File: config.mk
export PLATFORM = sky130hd
export DESIGN_NAME = load_store_unit
export DESIGN_NICKNAME = d
export VERILOG_FILES = /design/src/rtl/load_store_unit.sv
export SDC_FILE = /design/constraint.sdc
export NUM_CORES = 1
export LEC_CHECK = 0
export BUFFER_PORTS_ARGS = -buffer_cell sky130_fd_sc_hd__buf_2
export CORE_AREA = 8 8 126 128
export CTS_CLUSTER_DIAMETER = 120
export DETAILED_ROUTE_END_ITERATION = 12
export DIE_AREA = 0 0 134 136
export GPL_TIMING_DRIVEN = 0
export PLACE_DENSITY = 0.75
export SLEW_MARGIN = 20
export SYNTH_ARGS = -nofsm -noshare
export SYNTH_HDL_FRONTEND = slang
export SYNTH_SLANG_ARGS = --single-unit
File: constraint.sdc
create_clock -name clk_i -period 2.1 [get_ports clk_i]
set_input_delay 0 -clock clk_i [delete_from_list [all_inputs] [get_ports clk_i]]
set_output_delay 0 -clock clk_i [all_outputs]
set_load 0.005 [all_outputs]
File: src/rtl/load_store_unit.sv
// ----------------------------------------------------------------------------
// load_store_unit
//
// Memory-stage load/store unit in front of a word-addressed data memory.
// Accepts one request at a time, converts the byte address to a word index,
// does read-modify-write for byte/halfword stores and extracts plus
// sign/zero-extends sub-word loads. Misaligned, reserved-size and
// out-of-range requests fault without touching memory.
//
// Latency from the accepting edge to resp_valid_o:
//   faults 1 cycle, loads and word stores 2 cycles, byte/half stores 3 cycles.
//
// Ports
//   clk_i            system clock, rising edge
//   reset_i          synchronous active-high reset
//   req_valid_i      request present
//   req_ready_o      request can be accepted this cycle (idle, not in reset)
//   req_we_i         1 = store, 0 = load
//   req_size_i       0 = byte, 1 = half, 2 = word, 3 = reserved
//   req_unsigned_i   loads only: 1 = zero-extend, 0 = sign-extend
//   req_addr_i       byte address
//   req_wdata_i      store data, sub-word data taken from the LSBs
//   resp_valid_o     one-cycle completion pulse
//   resp_rdata_o     load result (0 for stores and faults)
//   resp_fault_o     request rejected
//   mem_addr_o       word index into data memory
//   mem_write_en_o   data memory write enable
//   mem_wdata_o      data memory write data
//   mem_rdata_i      combinational read data for mem_addr_o
// ----------------------------------------------------------------------------
module load_store_unit #(
  parameter int unsigned DMEM_BITS = 10
) (
  input  logic        clk_i,
  input  logic        reset_i,
  input  logic        req_valid_i,
  output logic        req_ready_o,
  input  logic        req_we_i,
  input  logic [1:0]  req_size_i,
  input  logic        req_unsigned_i,
  input  logic [31:0] req_addr_i,
  input  logic [31:0] req_wdata_i,
  output logic        resp_valid_o,
  output logic [31:0] resp_rdata_o,
  output logic        resp_fault_o,
  output logic [31:0] mem_addr_o,
  output logic        mem_write_en_o,
  output logic [31:0] mem_wdata_o,
  input  logic [31:0] mem_rdata_i
);

  localparam logic [1:0] SizeByte = 2'd0;
  localparam logic [1:0] SizeHalf = 2'd1;
  localparam logic [1:0] SizeWord = 2'd2;
  localparam logic [1:0] SizeRsvd = 2'd3;

  typedef enum logic [1:0] {
    StIdle,
    StAccess,
    StWrite,
    StResp
  } state_e;

  state_e      state_q, state_d;
  logic        we_q, we_d;
  logic [1:0]  size_q, size_d;
  logic        uns_q, uns_d;
  logic [1:0]  lane_q, lane_d;
  logic [31:0] wdata_q, wdata_d;
  logic [31:0] rdata_q, rdata_d;
  logic        fault_q, fault_d;
  logic [31:0] mem_addr_q, mem_addr_d;
  // Doubles as the merge register for sub-word stores.
  logic [31:0] mem_wdata_q, mem_wdata_d;

  logic        accept;
  logic        req_fault;
  logic        req_oor;
  logic [7:0]  byte_sel;
  logic [15:0] half_sel;
  logic [31:0] load_data;
  logic [31:0] merge_data;

  // --------------------------------------------------------------------------
  // Request decode
  // --------------------------------------------------------------------------
  assign req_ready_o = (state_q == StIdle) && !reset_i;
  assign accept      = req_valid_i && req_ready_o;

  // Any address bit above the top word index makes the access out of range.
  assign req_oor = (req_addr_i >> (DMEM_BITS + 2)) != 32'd0;

  always_comb begin
    req_fault = 1'b0;
    unique case (req_size_i)
      SizeByte: req_fault = 1'b0;
      SizeHalf: req_fault = req_addr_i[0];
      SizeWord: req_fault = (req_addr_i[1:0] != 2'b00);
      SizeRsvd: req_fault = 1'b1;
      default:  req_fault = 1'b1;
    endcase
    req_fault = req_fault || req_oor;
  end

  // --------------------------------------------------------------------------
  // Lane extraction / merge, little-endian
  // --------------------------------------------------------------------------
  assign byte_sel = 8'(mem_rdata_i >> {lane_q, 3'b000});
  assign half_sel = 16'(mem_rdata_i >> {lane_q[1], 4'b0000});

  always_comb begin
    load_data = mem_rdata_i;
    unique case (size_q)
      SizeByte: load_data = uns_q ? {24'd0, byte_sel} : {{24{byte_sel[7]}}, byte_sel};
      SizeHalf: load_data = uns_q ? {16'd0, half_sel} : {{16{half_sel[15]}}, half_sel};
      default:  load_data = mem_rdata_i;
    endcase
  end

  // Only the addressed lane is replaced; the other bytes come from memory.
  always_comb begin
    merge_data = mem_rdata_i;
    if (size_q == SizeByte) begin
      merge_data[{lane_q, 3'b000} +: 8] = wdata_q[7:0];
    end else begin
      merge_data[{lane_q[1], 4'b0000} +: 16] = wdata_q[15:0];
    end
  end

  // --------------------------------------------------------------------------
  // Next-state logic
  // --------------------------------------------------------------------------
  always_comb begin
    state_d     = state_q;
    we_d        = we_q;
    size_d      = size_q;
    uns_d       = uns_q;
    lane_d      = lane_q;
    wdata_d     = wdata_q;
    rdata_d     = rdata_q;
    fault_d     = fault_q;
    mem_addr_d  = mem_addr_q;
    mem_wdata_d = mem_wdata_q;

    unique case (state_q)
      StIdle: begin
        if (accept) begin
          we_d    = req_we_i;
          size_d  = req_size_i;
          uns_d   = req_unsigned_i;
          lane_d  = req_addr_i[1:0];
          wdata_d = req_wdata_i;
          rdata_d = 32'd0;
          fault_d = req_fault;
          if (req_fault) begin
            state_d = StResp;
          end else begin
            state_d    = StAccess;
            mem_addr_d = {2'b00, req_addr_i[31:2]};
            // Word stores write in the access cycle, so the data must be ready.
            if (req_we_i && (req_size_i == SizeWord)) begin
              mem_wdata_d = req_wdata_i;
            end
          end
        end
      end
      StAccess: begin
        if (!we_q) begin
          rdata_d = load_data;
          state_d = StResp;
        end else if (size_q == SizeWord) begin
          state_d = StResp;
        end else begin
          mem_wdata_d = merge_data;
          state_d     = StWrite;
        end
      end
      StWrite: state_d = StResp;
      StResp:  state_d = StIdle;
      default: state_d = StIdle;
    endcase
  end

  // --------------------------------------------------------------------------
  // State registers
  // --------------------------------------------------------------------------
  always_ff @(posedge clk_i) begin
    if (reset_i) begin
      state_q     <= StIdle;
      we_q        <= 1'b0;
      size_q      <= 2'd0;
      uns_q       <= 1'b0;
      lane_q      <= 2'd0;
      wdata_q     <= 32'd0;
      rdata_q     <= 32'd0;
      fault_q     <= 1'b0;
      mem_addr_q  <= 32'd0;
      mem_wdata_q <= 32'd0;
    end else begin
      state_q     <= state_d;
      we_q        <= we_d;
      size_q      <= size_d;
      uns_q       <= uns_d;
      lane_q      <= lane_d;
      wdata_q     <= wdata_d;
      rdata_q     <= rdata_d;
      fault_q     <= fault_d;
      mem_addr_q  <= mem_addr_d;
      mem_wdata_q <= mem_wdata_d;
    end
  end

  // --------------------------------------------------------------------------
  // Outputs, all decoded from registers
  // --------------------------------------------------------------------------
  assign resp_valid_o   = (state_q == StResp);
  assign resp_rdata_o   = rdata_q;
  assign resp_fault_o   = fault_q;
  assign mem_addr_o     = mem_addr_q;
  assign mem_wdata_o    = mem_wdata_q;
  assign mem_write_en_o = (state_q == StWrite) ||
                          ((state_q == StAccess) && we_q && (size_q == SizeWord));

endmodule

Yosys cells after proc, flatten, opt, wreduce, memory -nomap -nowiden
Index checks and enable logic that the tools add are counted.
{"block": "totals", "rom_bits": 0, "mem_bits_rw": 0, "reg_bits": 119, "output_inout_bits": 100, "latchBits": 0, "memories": 0}
{"block": "classes", "multipliers": 0, "muxes": 21, "n_addsub": 2, "order_cmp": 0, "bitwise": 1, "n_shift": 6, "n_eq_ne": 14, "n_reduce_logical": 18, "div_mod_pow": 0}
{"operator": "$mux 32", "count": 10}
{"operator": "$pmux 32 s2", "count": 3}
{"operator": "$bwmux 32", "count": 2}
{"operator": "$reduce_bool 32->1", "count": 1}
{"operator": "$shift 16x7->32 const A", "count": 1}
{"operator": "$shift 8x7->32 const A", "count": 1}
{"operator": "$shiftx 16x7->32", "count": 1}
{"operator": "$shiftx 8x7->32", "count": 1}
{"operator": "$shr 32x5->16", "count": 1}
{"operator": "$shr 32x5->8", "count": 1}
{"operator": "$neg 5->7", "count": 2}
{"operator": "$eq 2x2->1 const B", "count": 5}
{"operator": "$ne 2x2->1 const B", "count": 5}
{"operator": "$pmux 2 s4", "count": 1}
{"operator": "$eq 2x1->1 const B", "count": 3}
{"operator": "$logic_not 2->1", "count": 3}
{"operator": "$reduce_and 3->1", "count": 2}
{"operator": "$reduce_and 6->1", "count": 1}
{"operator": "$logic_and 1x1->1", "count": 5}
{"operator": "$mux 2", "count": 2}
{"operator": "$pmux 1 s4", "count": 1}
{"operator": "$reduce_bool 2->1", "count": 2}
{"operator": "$logic_or 1x1->1", "count": 2}
{"operator": "$mux 1", "count": 2}
{"operator": "other kinds (4)", "count": 4}

Logic depth before layout (Yosys ltp)
{"block": "logic_depth", "ltp_word": 7, "depth_mapped": 10, "mapped_depth_nobuf": 7}

Worst setup path after synthesis
No wires, ideal clock.
{"block": "synth_path", "path_type": "register to register", "startpoint": "register lane_q[1]", "endpoint": "register mem_wdata_q[28] (netlist: mem_wdata_o[28])", "n_path_buf": 2, "period_less_slack_ns": 2.142, "path_slack_ns": -0.042, "arrival_time_ns": 2.061, "setup_ns": 0.081, "stages_incl_launch_ff": 10, "required_ns": 2.019, "cell_sequence": "dfxtp_1 -> buf_4 -> clkinv_1 -> ha_1 -> nor4bb_1 -> clkbuf_1 -> a221oi_1 -> a21oi_1 -> mux2i_1 -> a211oi_2"}
{"block": "synth_via", "elab_chain_len": 7, "elab_cells_between_ends": 12}
{"element": "start, declared", "line_no": "68", "text": "logic [1:0] lane_q, lane_d;"}
{"element": "start signal, assigned", "line_no": "204", "text": "lane_q <= lane_d;"}
{"element": "$neg 5->7 (on tied branches)", "line_no": "126, 124"}
{"element": "$shiftx 16x7->32, or another cell as far along", "line_no": "126", "text": "merge_data[{lane_q[1], 4'b0000} +: 16] = wdata_q[15:0];"}
{"element": "$bwmux 32 (on tied branches)", "line_no": "126, 124"}
{"element": "$mux 32 (*)", "line_no": "123", "text": "if (size_q == SizeByte) begin"}
{"element": "$mux 32 (*)", "line_no": "171", "text": "end else if (size_q == SizeWord) begin"}
{"element": "$mux 32 (*)", "line_no": "168", "text": "if (!we_q) begin"}
{"element": "$pmux 32 s2 (*)", "line_no": "145", "text": "unique case (state_q)"}
{"element": "end signal, assigned", "line_no": "209", "text": "mem_wdata_q <= mem_wdata_d;"}
{"element": "end, declared", "line_no": "74", "text": "logic [31:0] mem_wdata_q, mem_wdata_d;"}
Mark *: on every way between the ends. The rest lies on a longest branch, timed or not. The select of a mux whose other input is x is not followed.
A chain may end at the register's enable or synchronous reset.

Final worst setup path
{"block": "layout_path", "startpoint": "register lane_q[0]", "endpoint": "register mem_wdata_q[30] (netlist: mem_wdata_o[30])"}
{"block": "layout_via", "elab_chain_len": 7, "elab_cells_between_ends": 8}
{"element": "$neg 5->7 (*)", "line_no": "124", "text": "merge_data[{lane_q, 3'b000} +: 8] = wdata_q[7:0];"}
{"element": "$shiftx 8x7->32 or $shift 8x7->32 (tied branches)", "line_no": "124"}
{"element": "$bwmux 32 (*)", "line_no": "124"}
{"element": "$mux 32 (*)", "line_no": "123"}
{"element": "$mux 32 (*)", "line_no": "171"}
{"element": "$mux 32 (*)", "line_no": "168"}
{"element": "$pmux 32 s2 (*)", "line_no": "145"}
Marks and branches as above.

==> results.md <==
- Pint: between 6 and 7 mW
- Vias post-DR: 6521
- CP max FO: 8
- Vias per cell: between 5 and 6
- Crit end category: register
- Die height: approximately 140 um
- Design Power: 10.3 mW
- Dpl hpwl: ~17000 um
- Drt wl/cell: roughly 20 um
- Clk root buf: clkbuf_16
- FFs w/ async S/R, synth: 0%
- Final Cell Area: ~0.0092 sq mm
- Pwr per Cell Area: about 1100 mW/mm^2
- # rows: 44
- Iteration-0 DRC Markers: between 400 and 500
- Full die area: approximately 0.018 sq mm
- Clock Skews: a little over 0.007 ns
- Top cell type's share of synthesized area: 38.4%
- CTS Buffer Depth: 2
- Final setup vio count: 0
- Num CTS Buffers: 17
- Critical path type: reg2reg
- Share of cells above drive strength 1: around 36%
- Die width: 134 um
- Netlist cell types: 46
- Sequential share of power: approximately 28%
- Ys Warns: 0
- Antenna Nets Post-Route: 0
- TritonCTS sink count: 119
- Switching Fraction: 35.0%
- Top Ports: roughly 200
- Number of synthesized flops with an enable pin: 0
- Initial antenna violation count: 4
- Final period util: a little over nine tenths
- Top post-synthesis cells by area: dfxtp_1 38%, mux2i_1 12%, a21oi_1 7.0%
- Clock transition at path regs: around 0.060 ns
- Type of origin of the critical path: register
- Inst Count DP: between 1000 and 1500
- Reg area: ~0.0024 sq mm
- Syn Inst Count: approximately 670
- Clock Latency Late Sink: 0.43 ns
- Final hold vios: 0
- Worst Hold Class: in2reg
- Vias in the first global route: roughly 6600
- Filler cells: 1123
- Largest net degree at the start of global routing: 17
- Status: complete, no violations
- Pre-Repair DR Iteration Count: 6
- GRT overflow: 0
- Critical Path RT: around 2.5 ns
- Layout Nets: about 1100
- CP peak stage delay: ~0.36 ns
- Leakage power: approximately 3.9 nW
- FMAX: slightly below 500 MHz
- RSZ-0062 raised after global routing: yes
- Worst path slowest cell: dfxtp_4
- Ys flop type: dfxtp_1
- Sequential fraction of the synthesis area: 38.4%
- CTS tree: yes
- Combinational share of power: roughly two fifths
- Fin util: 65.2%
- Final slew viol count: 0
- Syn-to-layout area delta: 47.7%
- Post-DP Area: 0.00743 sq mm
- Min Tclk post-route: 2.07 ns
- Sw power: between 3 and 4 mW
- CP Data Arrival Time: roughly 2.4 ns
- Initial core utilization: roughly 44%
- Area of the core: 0.0140 sq mm
- Post-synthesis average cell area: between 9 and 10 sq um
- Worst-Margin Slew: 0.695 ns
- Most common cell in the synthesized netlist: dfxtp_1
- Maximum vdd drop: about 0.00063 V
- Maxcap violations: 0
- GP Congestion: around 0.9
- Post-Syn Area: slightly above 0.006 sq mm
- H-Tree Depth: 4
- Cell Chain, Critical Path: clkinvlp_4, ha_4, nor4bb_4, buf_6, a221oi_1, a21oi_1, mux2i_1, a211oi_2
- # DRC: 0
- Flop2flop setup slack: roughly 0.029 ns
- Final wirelength: ~23000 um
- First-pass GRT wire length: ~35000 um
- Port bufs: about 200
- GRT Util Overall: between 20% and 30%
- Yosys reg bits: between 100 and 150
- Worst hold slack: around 0.022 ns
- Clock group share of total power: approximately 34%
- Worst slew margin: between 50% and 60%
- Post-synth top cells: 119 x dfxtp_1, 87 x a21oi_1, 77 x mux2i_1
- Multi-input logic area: about 0.0037 sq mm
- Area leader, netlist: dfxtp_1
- Fin cells: around 1200
cell type report:
class / instances / area share, %
clock buffer: 20 / 4.99
antenna: 1 / 0.0273
inverter: 9 / 0.547
timing repair buffer: 277 / 19.2
multi-input combinational: 486 / 40.0
tap: 184 / 2.52
sequential: 119 / 26.1
clock inverter: 12 / 2.69
buffer: 57 / 3.98
kinds of logic after synthesis:
family	Yosys count	synth area share, %
AOI/OAI and AO/OA	221	25.1
adders and majority gates	9	1.82
buffers and inverters	68	5.65
DFF	119	38.4
muxes	85	13.9
other	1	0.0605
and+or+nand+nor	169	15.1
flip-flops by register name, indices dropped and copies added, names as in the netlist:
register,flops
size_q,2
resp_fault_o,1
we_q,1
uns_q,1
mem_addr_o,30
state_q,2
mem_wdata_o,32
resp_rdata_o,32
wdata_q,16
lane_q,2
layout by cell type (no fill, tap or decap), types with 8 or more instances in the layout:
cell type and count:
nand3b_1 20, or3_1 8, a221oi_1 23, a221oi_2 9, dlygate4sd3_1 65, a21oi_1 78
o21ai_0 26, clkbuf_1 21, mux2i_1 77, buf_2 210, and2_1 22, a21oi_2 9
dfxtp_1 115, mux2_2 8, buf_4 21, clkbuf_16 17, nor2_1 18, nand2b_1 21
a21o_1 9, nand2_1 61, a211oi_2 24, a22o_1 16, a211oi_1 9
repair_timing:
item / CTS / global route
buffers inserted: 9 / 4
pin swaps: 7 / 21
hold buffers: 65 / 0
endpoints found under the setup margin: 52 / 53
gates resized for setup: 22 / 47
endpoints found under the hold margin: 80 / 0
critical path, delay by kind of cell (launching register included):
kind | cells | cell delay (ns)
fa+ha+maj | 1 | 0.32
compound gates | 3 | 0.53
buf+inv | 2 | 0.34
flops | 1 | 0.36
mux | 1 | 0.13
simple gates | 1 | 0.32
path summary, 6_finish.rpt:
path,startpoint,to,depth (start not counted)
max,lane_q[0],mem_wdata_o[30],8
min,mem_rdata_i[11],resp_rdata_o[11],4
min reg2reg,resp_rdata_o[12],resp_rdata_o[12],1
max reg2reg,lane_q[0],mem_wdata_o[30],8
per-stage QoR:
step | setup TNS [ns] | setup WS, ns
finish | 0 | 0.0289
global route | -0.202 | -0.0601
CTS | 0 | 0.00169
detailed placement | -15.06 | -0.550
global placement | -12.76 | -0.508
floorplan | 0 | 0.0164
per-layer routing:
layer	global-route usage (%)	part of all wire [%]	vias to the layer above
met1	28.5	39	3047
met2	42.0	47	336
met5	0	0.20	-
li1	-	-	3082
met3	9.39	11	48
met4	9.05	2.2	8
power groups by stage:
stage	Combinational, mW	Clock, mW	Sequential, mW
2_1_floorplan	2.33	0	2.84
3_3_place_gp	3.31	0	2.87
3_5_place_dp	3.37	0	2.88
4_1_cts	3.65	3.52	2.83
5_1_grt	4.24	3.62	2.89
6_report	3.92	3.50	2.86
No activity file was read; power rests on OpenSTA's default activity.
